`src/rtl/rtc_pkg.sv`:
```
`default_nettype none
// ============================================================================
//  Module      : rtc_pkg
//  Description : Shared button indices and repeat-FSM encoding for the RTC
//                input stage.
//  Revision    : 1.0 - initial release
// ============================================================================
package rtc_pkg;

    localparam int unsigned BTN_SUBIR = 0;
    localparam int unsigned BTN_BAJAR = 1;
    localparam int unsigned BTN_IZQ   = 2;
    localparam int unsigned BTN_DER   = 3;
    localparam int unsigned BTN_PROG  = 4;
    localparam int unsigned N_BTN     = 5;

    localparam logic [1:0] ST_IDLE   = 2'd0;
    localparam logic [1:0] ST_WAIT   = 2'd1;
    localparam logic [1:0] ST_REPEAT = 2'd2;

    // Opposing buttons sit on adjacent even/odd indices.
    function automatic int unsigned btn_partner(input int unsigned idx);
        return idx ^ 32'd1;
    endfunction

endpackage
`default_nettype wire

```
`src/rtl/debounce_bit.sv`:
```
`default_nettype none
// ============================================================================
//  Module      : debounce_bit
//  Description : Two-flop synchroniser plus stable-count debouncer, one bit.
//  Revision    : 1.0 - initial release
// ============================================================================
module debounce_bit #(
    parameter int unsigned DEB_CYC = 500000,
    parameter int unsigned CNT_W   = 26
) (
    input  logic clk,
    input  logic rst,
    input  logic i_raw,
    output logic o_level,
    output logic o_rise,
    output logic o_fall
);

    localparam logic [CNT_W-1:0] c_last = CNT_W'(DEB_CYC - 1);

    logic             r_meta;
    logic             r_sync;
    logic             r_level;
    logic [CNT_W-1:0] r_cnt;
    logic             w_diff;
    logic             w_flip;

    assign w_diff = r_sync ^ r_level;
    assign w_flip = w_diff && (r_cnt == c_last);

    always_ff @(posedge clk) begin
        if (rst) begin
            r_meta  <= 1'b0;
            r_sync  <= 1'b0;
            r_level <= 1'b0;
            r_cnt   <= '0;
        end else begin
            r_meta <= i_raw;
            r_sync <= r_meta;
            if (!w_diff || w_flip) begin
                r_cnt <= '0;
            end else begin
                r_cnt <= r_cnt + CNT_W'(1);
            end
            if (w_flip) begin
                r_level <= ~r_level;
            end
        end
    end

    // Strobes are valid in the cycle before the new level becomes visible.
    assign o_level = r_level;
    assign o_rise  = w_flip & ~r_level;
    assign o_fall  = w_flip &  r_level;

endmodule
`default_nettype wire

```
`src/rtl/acondicionador_botones.sv`:
```
`default_nettype none
// ============================================================================
//  Module      : acondicionador_botones
//  Description : Debounced levels, press pulses, auto-repeat and opposing-pair
//                lockout for the five RTC push-buttons.
//  Revision    : 1.0 - initial release
// ============================================================================
module acondicionador_botones
    import rtc_pkg::*;
#(
    parameter int unsigned DEB_CYC    = 500000,
    parameter int unsigned REP_DELAY  = 50000000,
    parameter int unsigned REP_PERIOD = 10000000,
    parameter logic [4:0]  REP_MASK   = 5'b00011,
    parameter int unsigned CNT_W      = 26
) (
    input  logic       clk,
    input  logic       rst,
    input  logic [4:0] btn_raw,
    output logic [4:0] pulse,
    output logic [4:0] level,
    output logic       prog_level
);

    localparam logic [CNT_W-1:0] c_delay_last  = CNT_W'(REP_DELAY - 1);
    localparam logic [CNT_W-1:0] c_period_last = CNT_W'(REP_PERIOD - 1);

    logic [N_BTN-1:0] w_rise;
    logic [N_BTN-1:0] w_fall;
    logic [N_BTN-1:0] w_lvl_nxt;
    logic [N_BTN-1:0] w_lock;

    for (genvar g = 0; g < N_BTN; g++) begin : g_btn
        logic [1:0]       r_state;
        logic [CNT_W-1:0] r_timer;
        logic             r_pulse;

        debounce_bit #(
            .DEB_CYC (DEB_CYC),
            .CNT_W   (CNT_W)
        ) u_deb (
            .clk     (clk),
            .rst     (rst),
            .i_raw   (btn_raw[g]),
            .o_level (level[g]),
            .o_rise  (w_rise[g]),
            .o_fall  (w_fall[g])
        );

        // Decisions use the level that will be visible alongside the pulse.
        assign w_lvl_nxt[g] = (level[g] | w_rise[g]) & ~w_fall[g];

        if (g < BTN_PROG) begin : g_lock
            localparam int unsigned c_partner = btn_partner(g);
            assign w_lock[g] = w_lvl_nxt[g] & w_lvl_nxt[c_partner];
        end else begin : g_free
            assign w_lock[g] = 1'b0;
        end

        always_ff @(posedge clk) begin
            if (rst) begin
                r_state <= ST_IDLE;
                r_timer <= '0;
                r_pulse <= 1'b0;
            end else begin
                r_pulse <= 1'b0;
                if (w_lock[g]) begin
                    r_state <= ST_IDLE;
                    r_timer <= '0;
                end else begin
                    case (r_state)
                        ST_IDLE: begin
                            r_timer <= '0;
                            if (w_rise[g]) begin
                                r_pulse <= 1'b1;
                                if (REP_MASK[g]) begin
                                    r_state <= ST_WAIT;
                                end
                            end
                        end
                        ST_WAIT: begin
                            if (!w_lvl_nxt[g]) begin
                                r_state <= ST_IDLE;
                                r_timer <= '0;
                            end else if (r_timer == c_delay_last) begin
                                r_state <= ST_REPEAT;
                                r_timer <= '0;
                                r_pulse <= 1'b1;
                            end else begin
                                r_timer <= r_timer + CNT_W'(1);
                            end
                        end
                        ST_REPEAT: begin
                            if (!w_lvl_nxt[g]) begin
                                r_state <= ST_IDLE;
                                r_timer <= '0;
                            end else if (r_timer == c_period_last) begin
                                r_timer <= '0;
                                r_pulse <= 1'b1;
                            end else begin
                                r_timer <= r_timer + CNT_W'(1);
                            end
                        end
                        default: begin
                            r_state <= ST_IDLE;
                            r_timer <= '0;
                        end
                    endcase
                end
            end
        end

        assign pulse[g] = r_pulse;
    end

    assign prog_level = level[BTN_PROG];

endmodule
`default_nettype wire

```
`config.mk`:
```
export PLATFORM = sky130hd
export DESIGN_NAME = acondicionador_botones
export DESIGN_NICKNAME = d
export VERILOG_FILES = /design/src/rtl/rtc_pkg.sv /design/src/rtl/debounce_bit.sv /design/src/rtl/acondicionador_botones.sv
export SDC_FILE = /design/constraint.sdc
export NUM_CORES = 1
export LEC_CHECK = 0
export BUFFER_PORTS_ARGS = -buffer_cell sky130_fd_sc_hd__buf_2
export CELL_PAD_IN_SITES_DETAIL_PLACEMENT = 2
export CELL_PAD_IN_SITES_GLOBAL_PLACEMENT = 2
export CORE_MARGIN = 5
export CORE_UTILIZATION = 42
export DETAILED_ROUTE_END_ITERATION = 10
export GPL_TIMING_DRIVEN = 1
export PLACE_DENSITY = 0.82
export SLEW_MARGIN = 10
export SYNTH_ARGS = -nofsm -noshare
export SYNTH_HDL_FRONTEND = slang
export SYNTH_SLANG_ARGS = --single-unit
```
`constraint.sdc`:
```
create_clock -name clk -period 6.26 [get_ports clk]
set_input_delay 0.939 -clock clk [delete_from_list [all_inputs] [get_ports clk]]
set_output_delay 0.939 -clock clk [all_outputs]
set_load 0.02 [all_outputs]
```
==> results.json, run 1 <==
{
  "hpwlAfterDp_um": 16000,
  "drv_slew": 0,
  "die_x_um": 159,
  "relSlewSlack": 0.253,
  "post-route-min-period_ns": 3.48,
  "placed_cell_area_um2": 9500,
  "ys_types": 44,
  "cts_resized": 0,
  "r2r-end": "g_btn[0].r_timer[15]",
  "route.detailed.drc": 0,
  "cts_max_level": 1,
  "dr.first_iter.drc_count": 286,
  "diodes": 0,
  "syn-num-nets": 1085,
  "leakagePower_nw": 3.32,
  "rows": 54,
  "synth_seq_area_share": 0.444,
  "syn_area_um2": 9280,
  "ctsHoldBuffers": 0,
  "critical_path_required_ns": 6.61,
  "setup_tns_ns": 0,
  "ant_nets": 0,
  "maxCapViolCount": 0,
  "routabilityCongestion": 0.764,
  "drt-total-wl_um": 24000,
  "yosysWarnings": 0,
  "path_cells": "nor4bb_1 -> nand4_1 -> nor4_1 -> nor2b_1 -> ha_1 -> o21bai_1 -> nor3b_1 -> a21bo_2 -> nor3_1",
  "max_freq_mhz": 288,
  "numCtsBuffers": 25,
  "rr_startpoint": "g_btn[1].u_deb.r_cnt[15]",
  "viasPerCell": 5.48,
  "fin_hold_ws_ns": 0.445,
  "antenna_found_initial": 0,
  "register_area_um2": 4120,
  "die_h_um": 159,
  "wire_per_inst_um": 17.6,
  "worstHoldEndpoint": "g_btn[4].u_deb.r_sync",
  "n_fill_cell": 2379,
  "grt_pass1_vias": 8204,
  "worst_pin_slew_ns": 1.11,
  "drt-pass1-iter-count": 4,
  "synth-edff-count": 0,
  "crit_type": "reg -> reg",
  "path_clk_slew_ns": 0.06,
  "initial_core_util": 0.425,
  "coreArea_um2": 21800,
  "clock_skew_ns": 0.0115,
  "clkSinkCount": 206,
  "cp_slowest_cell": "a21bo_2",
  "setup_viol": 0,
  "rsz0062_at_grt": "false",
  "path_delay_family": "simple AND/OR/NAND/NOR gates",
  "critPathLaunchType": "register",
  "async_flop_share": 0,
  "powerDensity_nw_per_um2": 273,
  "arrival_ns": 3.83,
  "hold_path.startpoint": "g_btn[4].u_deb.r_meta",
  "avgSynthCellArea_um2": 8.77,
  "drive_gt1_frac": 0.0609,
  "dp_slack_ns": 2.75,
  "crit_buf_inv": 0,
  "portBuffers": 17,
  "worst-path-max-fanout": 26,
  "root_buffer": "clkbuf_16",
  "synthFlopType": "dfxtp_1",
  "grt_max_degree": 27,
  "synth_cells": 1059,
  "nets": 1091,
  "hp-class": "reg -> reg",
  "grt_usage": 0.195,
  "worstSkewPairLatency_ns": 0.52,
  "hold_depth": 1,
  "cts_tree": "yes",
  "clockBufferDepth": 3,
  "vias": 7476,
  "grt_pass1_wl_um": 41100,
  "grt_overflow": 0,
  "reg2regPathDepth": 9,
  "hold_viol_final": 0,
  "post_cts_buffers": 0,
  "io_pins": 18,
  "finalCritPeriodShare": 0.556,
  "stdcell_area_um2": 10400,
  "setup_ws_ns": 2.78,
  "areaGrowthSynthToFinish_pct": 11.7,
  "synth-seq-cells": 206,
  "max_stage_delay_ns": 0.59,
  "dieArea_um2": 25200,
  "peakVddDrop_mv": 0.223,
  "multi_input_area_um2": 4880,
  "r2r_setup_slack_ns": 2.78,
  "status": "completed",
  "cp-end-kind": "register"
}
## power by group
| group | switching, mW | total (mW) | internal (mW) | leakage [nW] |
|---|---|---|---|---|
| combinational | 0.0129 | 0.0181 | 0.00521 | 1.24 |
| clock | 0.563 | 1.49 | 0.929 | 0.424 |
| sequential | 0.00277 | 1.32 | 1.32 | 1.66 |
| total | 0.578 | 2.83 | 2.25 | 3.32 |
## per-layer routing
metal  part of all wire  routed length (um)  vias up  GRT usage
li1                   -                   -     3661          -
met1               0.46               11000     3727      0.246
met2               0.51               12200       56      0.355
met3              0.019                 449       32     0.0256
met4              0.018                 424        0     0.0378
met5                  0                   0        -          0
## cells in the mapped netlist, drive strengths merged, types with 3 or more instances
cell,n,share of area
a41oi,4,0.0038
and2,7,0.0047
and3,24,0.016
and4,15,0.014
buf,20,0.016
clkbuf,18,0.0073
dfxtp,206,0.44
ha,19,0.026
inv,20,0.0081
mux2i,9,0.0097
nand2,59,0.024
nand2b,6,0.0040
nand3,65,0.035
nand4,78,0.053
nand4b,3,0.0028
nor2,224,0.091
nor2b,13,0.0088
nor3,19,0.010
nor4,34,0.023
nor4b,13,0.012
o21ai,5,0.0027
or3,6,0.0040
or4,4,0.0036
xnor2,60,0.057
xor2,111,0.10
## worst max-delay path by stage
stage	from	to	slack [ns]	cells past startpoint
4_1_cts	g_btn[1].u_deb.r_cnt[15]	g_btn[0].r_timer[15]	2.69	9
5_1_grt	g_btn[1].u_deb.r_cnt[15]	g_btn[0].r_timer[15]	2.42	9
3_5_place_dp	g_btn[1].u_deb.r_cnt[15]	g_btn[0].r_timer[15]	2.75	9
3_3_place_gp	g_btn[1].u_deb.r_cnt[19]	g_btn[0].r_timer[15]	3.00	9
2_1_floorplan	g_btn[0].u_deb.r_cnt[22]	g_btn[0].r_timer[10]	3.46	11
6_report	g_btn[1].u_deb.r_cnt[15]	g_btn[0].r_timer[15]	2.78	9
## area by class of cell
type / count / share of cell area
clock buffers: 36 / 0.0701
clock inverters: 9 / 0.0123
inverters: 20 / 0.00724
multi-input cells: 795 / 0.470
flip-flops and latches: 206 / 0.398
well taps: 280 / 0.0338
repair buffers: 17 / 0.00821
## registers in the layout (all words and copies together), names as in the netlist
| signal | flops |
|---|---|
| g_btn.u_deb.r_cnt | 130 |
| g_btn.r_timer | 52 |
| g_btn.r_pulse | 5 |
| g_btn.u_deb.o_level | 5 |
| g_btn.u_deb.r_meta | 5 |
| g_btn.u_deb.r_sync | 5 |
| g_btn.r_state | 4 |
## logic make-up (layout without fill, tap and decap cells)
family / count (synthesis) / count (layout) / share of synthesized area
DFF: 206 / 206 / 0.444
and+or+nand+nor: 578 / 578 / 0.313
muxes: 9 / 9 / 0.00970
buffers and inverters: 58 / 82 / 0.0318
AOI/OAI and AO/OA: 18 / 18 / 0.0139
adders and majority gates: 19 / 19 / 0.0256
xor gates and xnor gates: 171 / 171 / 0.161
## stage by stage
step | utilization | cells | power [mW]
finish | 0.475 | 1363 | 2.83
global placement | 0.435 | 1318 | 1.36
detailed placement | 0.435 | 1318 | 1.36
floorplan | - | 1059 | 1.36
global route | 0.475 | 1363 | 2.93
CTS | 0.474 | 1363 | 2.87
## cells in the final DEF (no fill, tap or decap), drive strengths merged, types with 2 or more instances in the layout
cell,count
nor4b,13
clkinv,4
mux2i,9
nand2,59
and4,15
and3,24
nand2b,6
nor3,19
xnor2,60
nand3,65
o21a,2
bufinv,3
nor2b,13
nor3b,2
dfxtp,206
nor2,224
xor2,111
ha,19
or2,2
inv,22
nand4,78
clkbuf,36
o21ai,5
and2,7
or4,4
nand4b,3
nor4,34
a41oi,4
nor4bb,2
or4b,2
buf,17
or3,6
Power figures use the tool's default switching activity.
==> inputs of run 2 (changes only) <==
--- a/config.mk
+++ b/config.mk
@@ -5,14 +5,15 @@
 export SDC_FILE = /design/constraint.sdc
 export NUM_CORES = 1
 export LEC_CHECK = 0
+export ABC_AREA = 1
 export BUFFER_PORTS_ARGS = -buffer_cell sky130_fd_sc_hd__buf_2
 export CELL_PAD_IN_SITES_DETAIL_PLACEMENT = 2
 export CELL_PAD_IN_SITES_GLOBAL_PLACEMENT = 2
 export CORE_MARGIN = 5
-export CORE_UTILIZATION = 42
+export CORE_UTILIZATION = 36
 export DETAILED_ROUTE_END_ITERATION = 10
 export GPL_TIMING_DRIVEN = 1
-export PLACE_DENSITY = 0.82
+export PLACE_DENSITY = 0.78
 export SLEW_MARGIN = 10
 export SYNTH_ARGS = -nofsm -noshare
 export SYNTH_HDL_FRONTEND = slang
==> constraint.sdc (replaced) <==
create_clock -name clk -period 3.5 [get_ports clk]
set_input_delay 0.525 -clock clk [delete_from_list [all_inputs] [get_ports clk]]
set_output_delay 0.525 -clock clk [all_outputs]
set_load 0.02 [all_outputs]
==> results.json, run 2 <==
{
  "clkSinkCount": 206,
  "n_fill_cell": 3564,
  "clock_skew_ns": 0.0197,
  "setup_ws_ns": 0.539,
  "dr.first_iter.drc_count": 265,
  "rows": 63,
  "root_buffer": "clkbuf_16",
  "avgSynthCellArea_um2": 6.79,
  "worstSkewPairLatency_ns": 0.53,
  "coreArea_um2": 29500,
  "met1_usage": 0.230,
  "synth_cells": 1571,
  "cts_max_level": 1,
  "dieArea_um2": 33200,
  "initial_core_util": 0.362,
  "met2_usage": 0.362,
  "maxCapViolCount": 0,
  "synth_top_family_by_area": "simple AND/OR/NAND/NOR gates",
  "die_x_um": 182,
  "cp-end-kind": "register",
  "final_common_cell": "nand2_1",
  "dp_slack_ns": 0.426,
  "worst_pin_slew_ns": 0.541,
  "post-route-min-period_ns": 2.96,
  "post_cts_buffers": 0,
  "mostFrequentLayoutCells": "314 x nand2_1, 313 x nor2_1, 206 x dfxtp_1, 203 x inv_1, 101 x nand3_1",
  "synthFlopType": "dfxtp_1",
  "yosysTopAreaCell": "dfxtp_1",
  "vias": 9975,
  "wire_per_inst_um": 15.8,
  "diodes": 0,
  "route.detailed.drc": 0,
  "syn_area_um2": 10700,
  "multi_input_area_um2": 5600,
  "drt-total-wl_um": 31600,
  "grt_pass1_vias": 11100,
  "grt_usage": 0.190,
  "synth_common_cells": "314 x nand2_1, 313 x nor2_1, 206 x dfxtp_1, 203 x inv_1, 101 x nand3_1",
  "antenna_found_initial": 0,
  "yosys.area.top_type_share": 0.386,
  "worst-path-max-fanout": 21,
  "ys_types": 36,
  "routabilityCongestion": 0.801,
  "synthXorXnorAreaFrac": 0.0566,
  "synth_area_leaders": "dfxtp_1 39%, nand2_1 11%, nor2_1 11%",
  "synth_seq_area_share": 0.386,
  "areaGrowthSynthToFinish_pct": 11.9,
  "rr_startpoint": "g_btn[0].u_deb.r_cnt[0]",
  "top_regs": "g_btn.u_deb.r_cnt x130, g_btn.r_timer x52",
  "clockBufferDepth": 3,
  "relSlewSlack": 0.637,
  "hold_path.startpoint": "btn_raw[4]",
  "critical_path_required_ns": 3.96,
  "placed_cell_area_um2": 11100,
  "viasPerCell": 4.99,
  "place_inst": 1953,
  "register_area_um2": 4120,
  "powerDensity_nw_per_um2": 437,
  "setup_tns_ns": 0,
  "yosysWarnings": 0,
  "arrival_ns": 3.42,
  "critPathLaunch": "g_btn[0].u_deb.r_cnt[0]",
  "syn-num-nets": 1597,
  "regMostFlops": "g_btn.u_deb.r_cnt",
  "hp-class": "in -> reg",
  "yosysMostFrequentCell": "nand2_1",
  "numCtsBuffers": 26,
  "path_cells": "ha_1 -> nand2_1 -> nor2_1 -> nor3b_1 -> nand2_1 -> nor2_1 -> ha_1 -> inv_1 -> a21oi_2 -> inv_1 -> nor2_1 -> nand2_4 -> nor2_1",
  "setup_viol": 0,
  "grt_overflow": 0,
  "ant_nets": 0,
  "grt_pass1_wl_um": 53700,
  "synthAdderAreaFrac": 0.0223,
  "path_clk_slew_ns": 0.06,
  "synth-seq-cells": 206,
  "nets": 1617,
  "die_h_um": 182,
  "rsz0062_at_grt": "false",
  "crit_type": "reg -> reg",
  "io_pins": 18,
  "synth_compound_area_frac": 0.0613,
  "async_flop_share": 0,
  "ctsHoldBuffers": 0,
  "hold_viol_final": 0,
  "synth_mux_area_frac": 0,
  "grt_max_degree": 27,
  "drv_slew": 0,
  "peakVddDrop_mv": 0.321,
  "synthSimpleGateAreaFrac": 0.384,
  "grt_busiest_layer": "met2",
  "max_stage_delay_ns": 0.39,
  "use_met3": 0.0215,
  "final_util": 0.405,
  "largest_reg_flops": 130,
  "path_common_cell": "nor2_1",
  "leakagePower_nw": 3.93,
  "cp_slowest_cell": "nor2_1",
  "drive_gt1_frac": 0.0697,
  "portBuffers": 17,
  "cts_tree": "yes",
  "max_freq_mhz": 338,
  "drt-pass1-iter-count": 4,
  "hpwlAfterDp_um": 23900,
  "stdcell_area_um2": 11900,
  "finalCritPeriodShare": 0.846,
  "critPathLaunchType": "register",
  "instances_no_fill": 1998,
  "status": "completed",
  "synth-edff-count": 0
}
[run 2: area by class of cell]
class,count,area share
tap,390,0.0409
multi-input combinational,1133,0.469
inverter,204,0.0641
clock buffer,40,0.0657
sequential,206,0.345
clock inverter,5,0.00629
timing repair buffer,20,0.00901
[run 2: critical path: cells and delay by family (launching register included)]
kind | cells | cell delay (ns)
simple gates | 8 | 1.73
compound gates | 1 | 0.19
fa+ha+maj | 2 | 0.40
buf+inv | 2 | 0.21
flops | 1 | 0.35
[run 2: through the flow]
stage | hold WS (ns) | power, mW
finish | 0.198 | 5.22
global route | 0.196 | 5.43
detailed placement | 0.407 | 2.57
floorplan | 0.388 | 2.52
CTS | 0.179 | 5.32
global placement | 0.394 | 2.56
[run 2: logic make-up after synthesis]
kind of cell             count (synthesis)
XOR/XNOR                                69
adder cells (fa/ha/maj)                 19
AND/OR/NAND/NOR                        920
buffers and inverters                  232
flip-flops                             206
AO/OA/AOI/OAI                          125
[run 2: metal layers]
layer  part of all wire  wire length, um  up-vias
met5                  0                0        -
met4              0.017              550        0
met3              0.017              553       37
met2               0.52            16300       57
met1               0.45            14200     4836
li1                   -                -     5045
[run 2: final timing paths]
path                                               to  slack, ns  cells after the start
worst min register to register  g_btn[0].u_deb.r_sync       0.41                      2
worst min-delay path            g_btn[4].u_deb.r_meta       0.20                      3
worst max-delay path              g_btn[1].r_timer[2]       0.54                     13
worst max register to register    g_btn[1].r_timer[2]       0.54                     13
[run 2: what timing repair did]
item | in CTS | in global routing
hold endpoints to repair | 0 | 0
setup endpoints to repair | 0 | 1
gates resized for setup | 0 | 1
[run 2: power by group]
group	internal (mW)	total, mW	switching [mW]	leakage [nW]
Combinational	0.0461	0.143	0.0972	1.85
Sequential	2.36	2.38	0.0140	1.66
Clock	1.67	2.70	1.03	0.424
==> inputs of run 3 (changes only) <==
--- a/config.mk
+++ b/config.mk
@@ -5,7 +5,7 @@
 export SDC_FILE = /design/constraint.sdc
 export NUM_CORES = 1
 export LEC_CHECK = 0
-export ABC_AREA = 1
+export ABC_AREA = 0
 export BUFFER_PORTS_ARGS = -buffer_cell sky130_fd_sc_hd__buf_2
 export CELL_PAD_IN_SITES_DETAIL_PLACEMENT = 2
 export CELL_PAD_IN_SITES_GLOBAL_PLACEMENT = 2
@@ -13,7 +13,7 @@
 export CORE_UTILIZATION = 36
 export DETAILED_ROUTE_END_ITERATION = 10
 export GPL_TIMING_DRIVEN = 1
-export PLACE_DENSITY = 0.78
+export PLACE_DENSITY = 0.74
 export SLEW_MARGIN = 10
 export SYNTH_ARGS = -nofsm -noshare
 export SYNTH_HDL_FRONTEND = slang
==> constraint.sdc (replaced) <==
create_clock -name clk -period 2.45 [get_ports clk]
set_input_delay 0.3675 -clock clk [delete_from_list [all_inputs] [get_ports clk]]
set_output_delay 0.3675 -clock clk [all_outputs]
set_load 0.02 [all_outputs]
==> results.json, run 3 (synthesis gave the netlist of run 1 again) <==
{
  "drt-pass1-iter-count": 4,
  "die_h_um": 171,
  "leakagePower_nw": 3.80,
  "coreArea_um2": 25300,
  "top_regs": "g_btn.u_deb.r_cnt x130, g_btn.r_timer x52",
  "setup_viol": 52,
  "p_total_mw": 7.12,
  "path_clk_slew_ns": 0.06,
  "areaGrowthSynthToFinish_pct": 22.9,
  "grt_pass1_wl_um": 43000,
  "nets": 1170,
  "die_x_um": 171,
  "grt_max_degree": 27,
  "grt_overflow": 0,
  "ant_nets": 0,
  "drt-total-wl_um": 25400,
  "routabilityCongestion": 0.728,
  "ctsHoldBuffers": 0,
  "largest_reg_flops": 130,
  "initial_core_util": 0.368,
  "numCtsBuffers": 25,
  "io_pins": 18,
  "grt_pass1_vias": 8517,
  "setup_tns_ns": -2.60,
  "critical_path_required_ns": 2.88,
  "route.detailed.drc": 0,
  "grt_usage": 0.175,
  "clock_skew_ns": 0.00841,
  "hold_viol_final": 0,
  "clockBufferDepth": 3,
  "drv_slew": 0,
  "cp-end-kind": "register",
  "clkSinkCount": 206,
  "maxCapViolCount": 0,
  "root_buffer": "clkbuf_16",
  "cts_max_level": 1,
  "violations": "setup timing",
  "post-route-min-period_ns": 2.55,
  "final_common_cell": "dfxtp_1",
  "critPathLaunchType": "register",
  "powerDensity_nw_per_um2": 624,
  "finalCritPeriodShare": 1.04,
  "crit_type": "reg -> reg",
  "viasPerCell": 5.18,
  "wire_per_inst_um": 17.0,
  "setup_ws_ns": -0.0973,
  "hpwlAfterDp_um": 16500,
  "portBuffers": 17,
  "peakVddDrop_mv": 0.485,
  "status": "complete, but fails checks",
  "max_freq_mhz": 393,
  "diodes": 0,
  "antenna_found_initial": 0,
  "arrival_ns": 2.97,
  "hp-class": "in -> reg",
  "worstSkewPairLatency_ns": 0.52,
  "worst-path-max-fanout": 6,
  "worst_pin_slew_ns": 0.650,
  "vias": 7728,
  "mostFrequentLayoutCells": "203 x dfxtp_1, 196 x nor2_1, 111 x xor2_1, 78 x nand4_1",
  "cts_tree": "yes",
  "regMostFlops": "g_btn.u_deb.r_cnt",
  "dieArea_um2": 29100,
  "relSlewSlack": 0.563,
  "rows": 58,
  "dr.first_iter.drc_count": 199,
  "drive_gt1_frac": 0.163,
  "rsz0062_at_grt": "true"
}
[run 3: layout make-up]
| cell class | count | area [um^2] |
|---|---|---|
| clock buffer | 43 | 813 |
| fill | 2745 | 13800 |
| multi-input combinational | 795 | 5150 |
| timing repair buffer | 96 | 816 |
| clock inverter | 3 | 18.8 |
| sequential | 206 | 4130 |
| tap | 330 | 413 |
| inverter | 20 | 75.1 |
[run 3: routing by layer]
layer,track usage,share of wire,up-vias
met1,0.218,0.45,3812
met2,0.320,0.51,55
met5,0,0,-
met4,0.0417,0.022,0
met3,0.0226,0.018,41
li1,-,-,3820
[run 3: timing repair]
| action | in CTS | in global routing |
|---|---|---|
| pin swaps | 8 | 14 |
| resized for setup | 26 | 52 |
| cloned | 3 | 2 |
| buffers inserted | 7 | 1 |
| endpoints found under the setup margin | 56 | 82 |
[run 3: final timing paths]
kind                           end                      from  cells after the start  slack, ns
max           g_btn[0].r_timer[15]  g_btn[0].u_deb.r_cnt[22]                      9       -0.1
min          g_btn[2].u_deb.r_meta                btn_raw[2]                      2       0.05
max reg2reg   g_btn[0].r_timer[15]  g_btn[0].u_deb.r_cnt[22]                      9       -0.1
min reg2reg  g_btn[4].u_deb.r_sync     g_btn[4].u_deb.r_meta                      1       0.44
[run 3: critical path, cell delays in order (launching register included)]
cell and delay [ns]:
dfxtp_2 0.32, or4_4 0.54, nor4_4 0.17, nand4_1 0.21
nor2_2 0.18, ha_4 0.18, o21bai_4 0.08, nor3b_2 0.23
a21bo_4 0.31, nor3_1 0.24
[run 3: power by group]
group / leakage (nW) / total [mW] / internal [mW] / switching [mW]
clock: 0.414 / 3.69 / 2.24 / 1.45
sequential: 1.66 / 3.37 / 3.36 / 0.00686
combinational: 1.73 / 0.0629 / 0.0253 / 0.0376
[run 3: stage by stage]
stage	setup WS, ns	utilization	cell area (um^2)	cells	hold WS, ns
2_1_floorplan	0.000385	-	9320	1059	0.414
3_3_place_gp	-0.0755	0.401	10100	1435	0.419
3_5_place_dp	-0.184	0.401	10100	1435	0.431
4_1_cts	-0.0442	0.442	11200	1491	0.0332
5_1_grt	-0.233	0.452	11400	1493	0.0494
6_report	-0.0973	0.452	11400	1493	0.0548
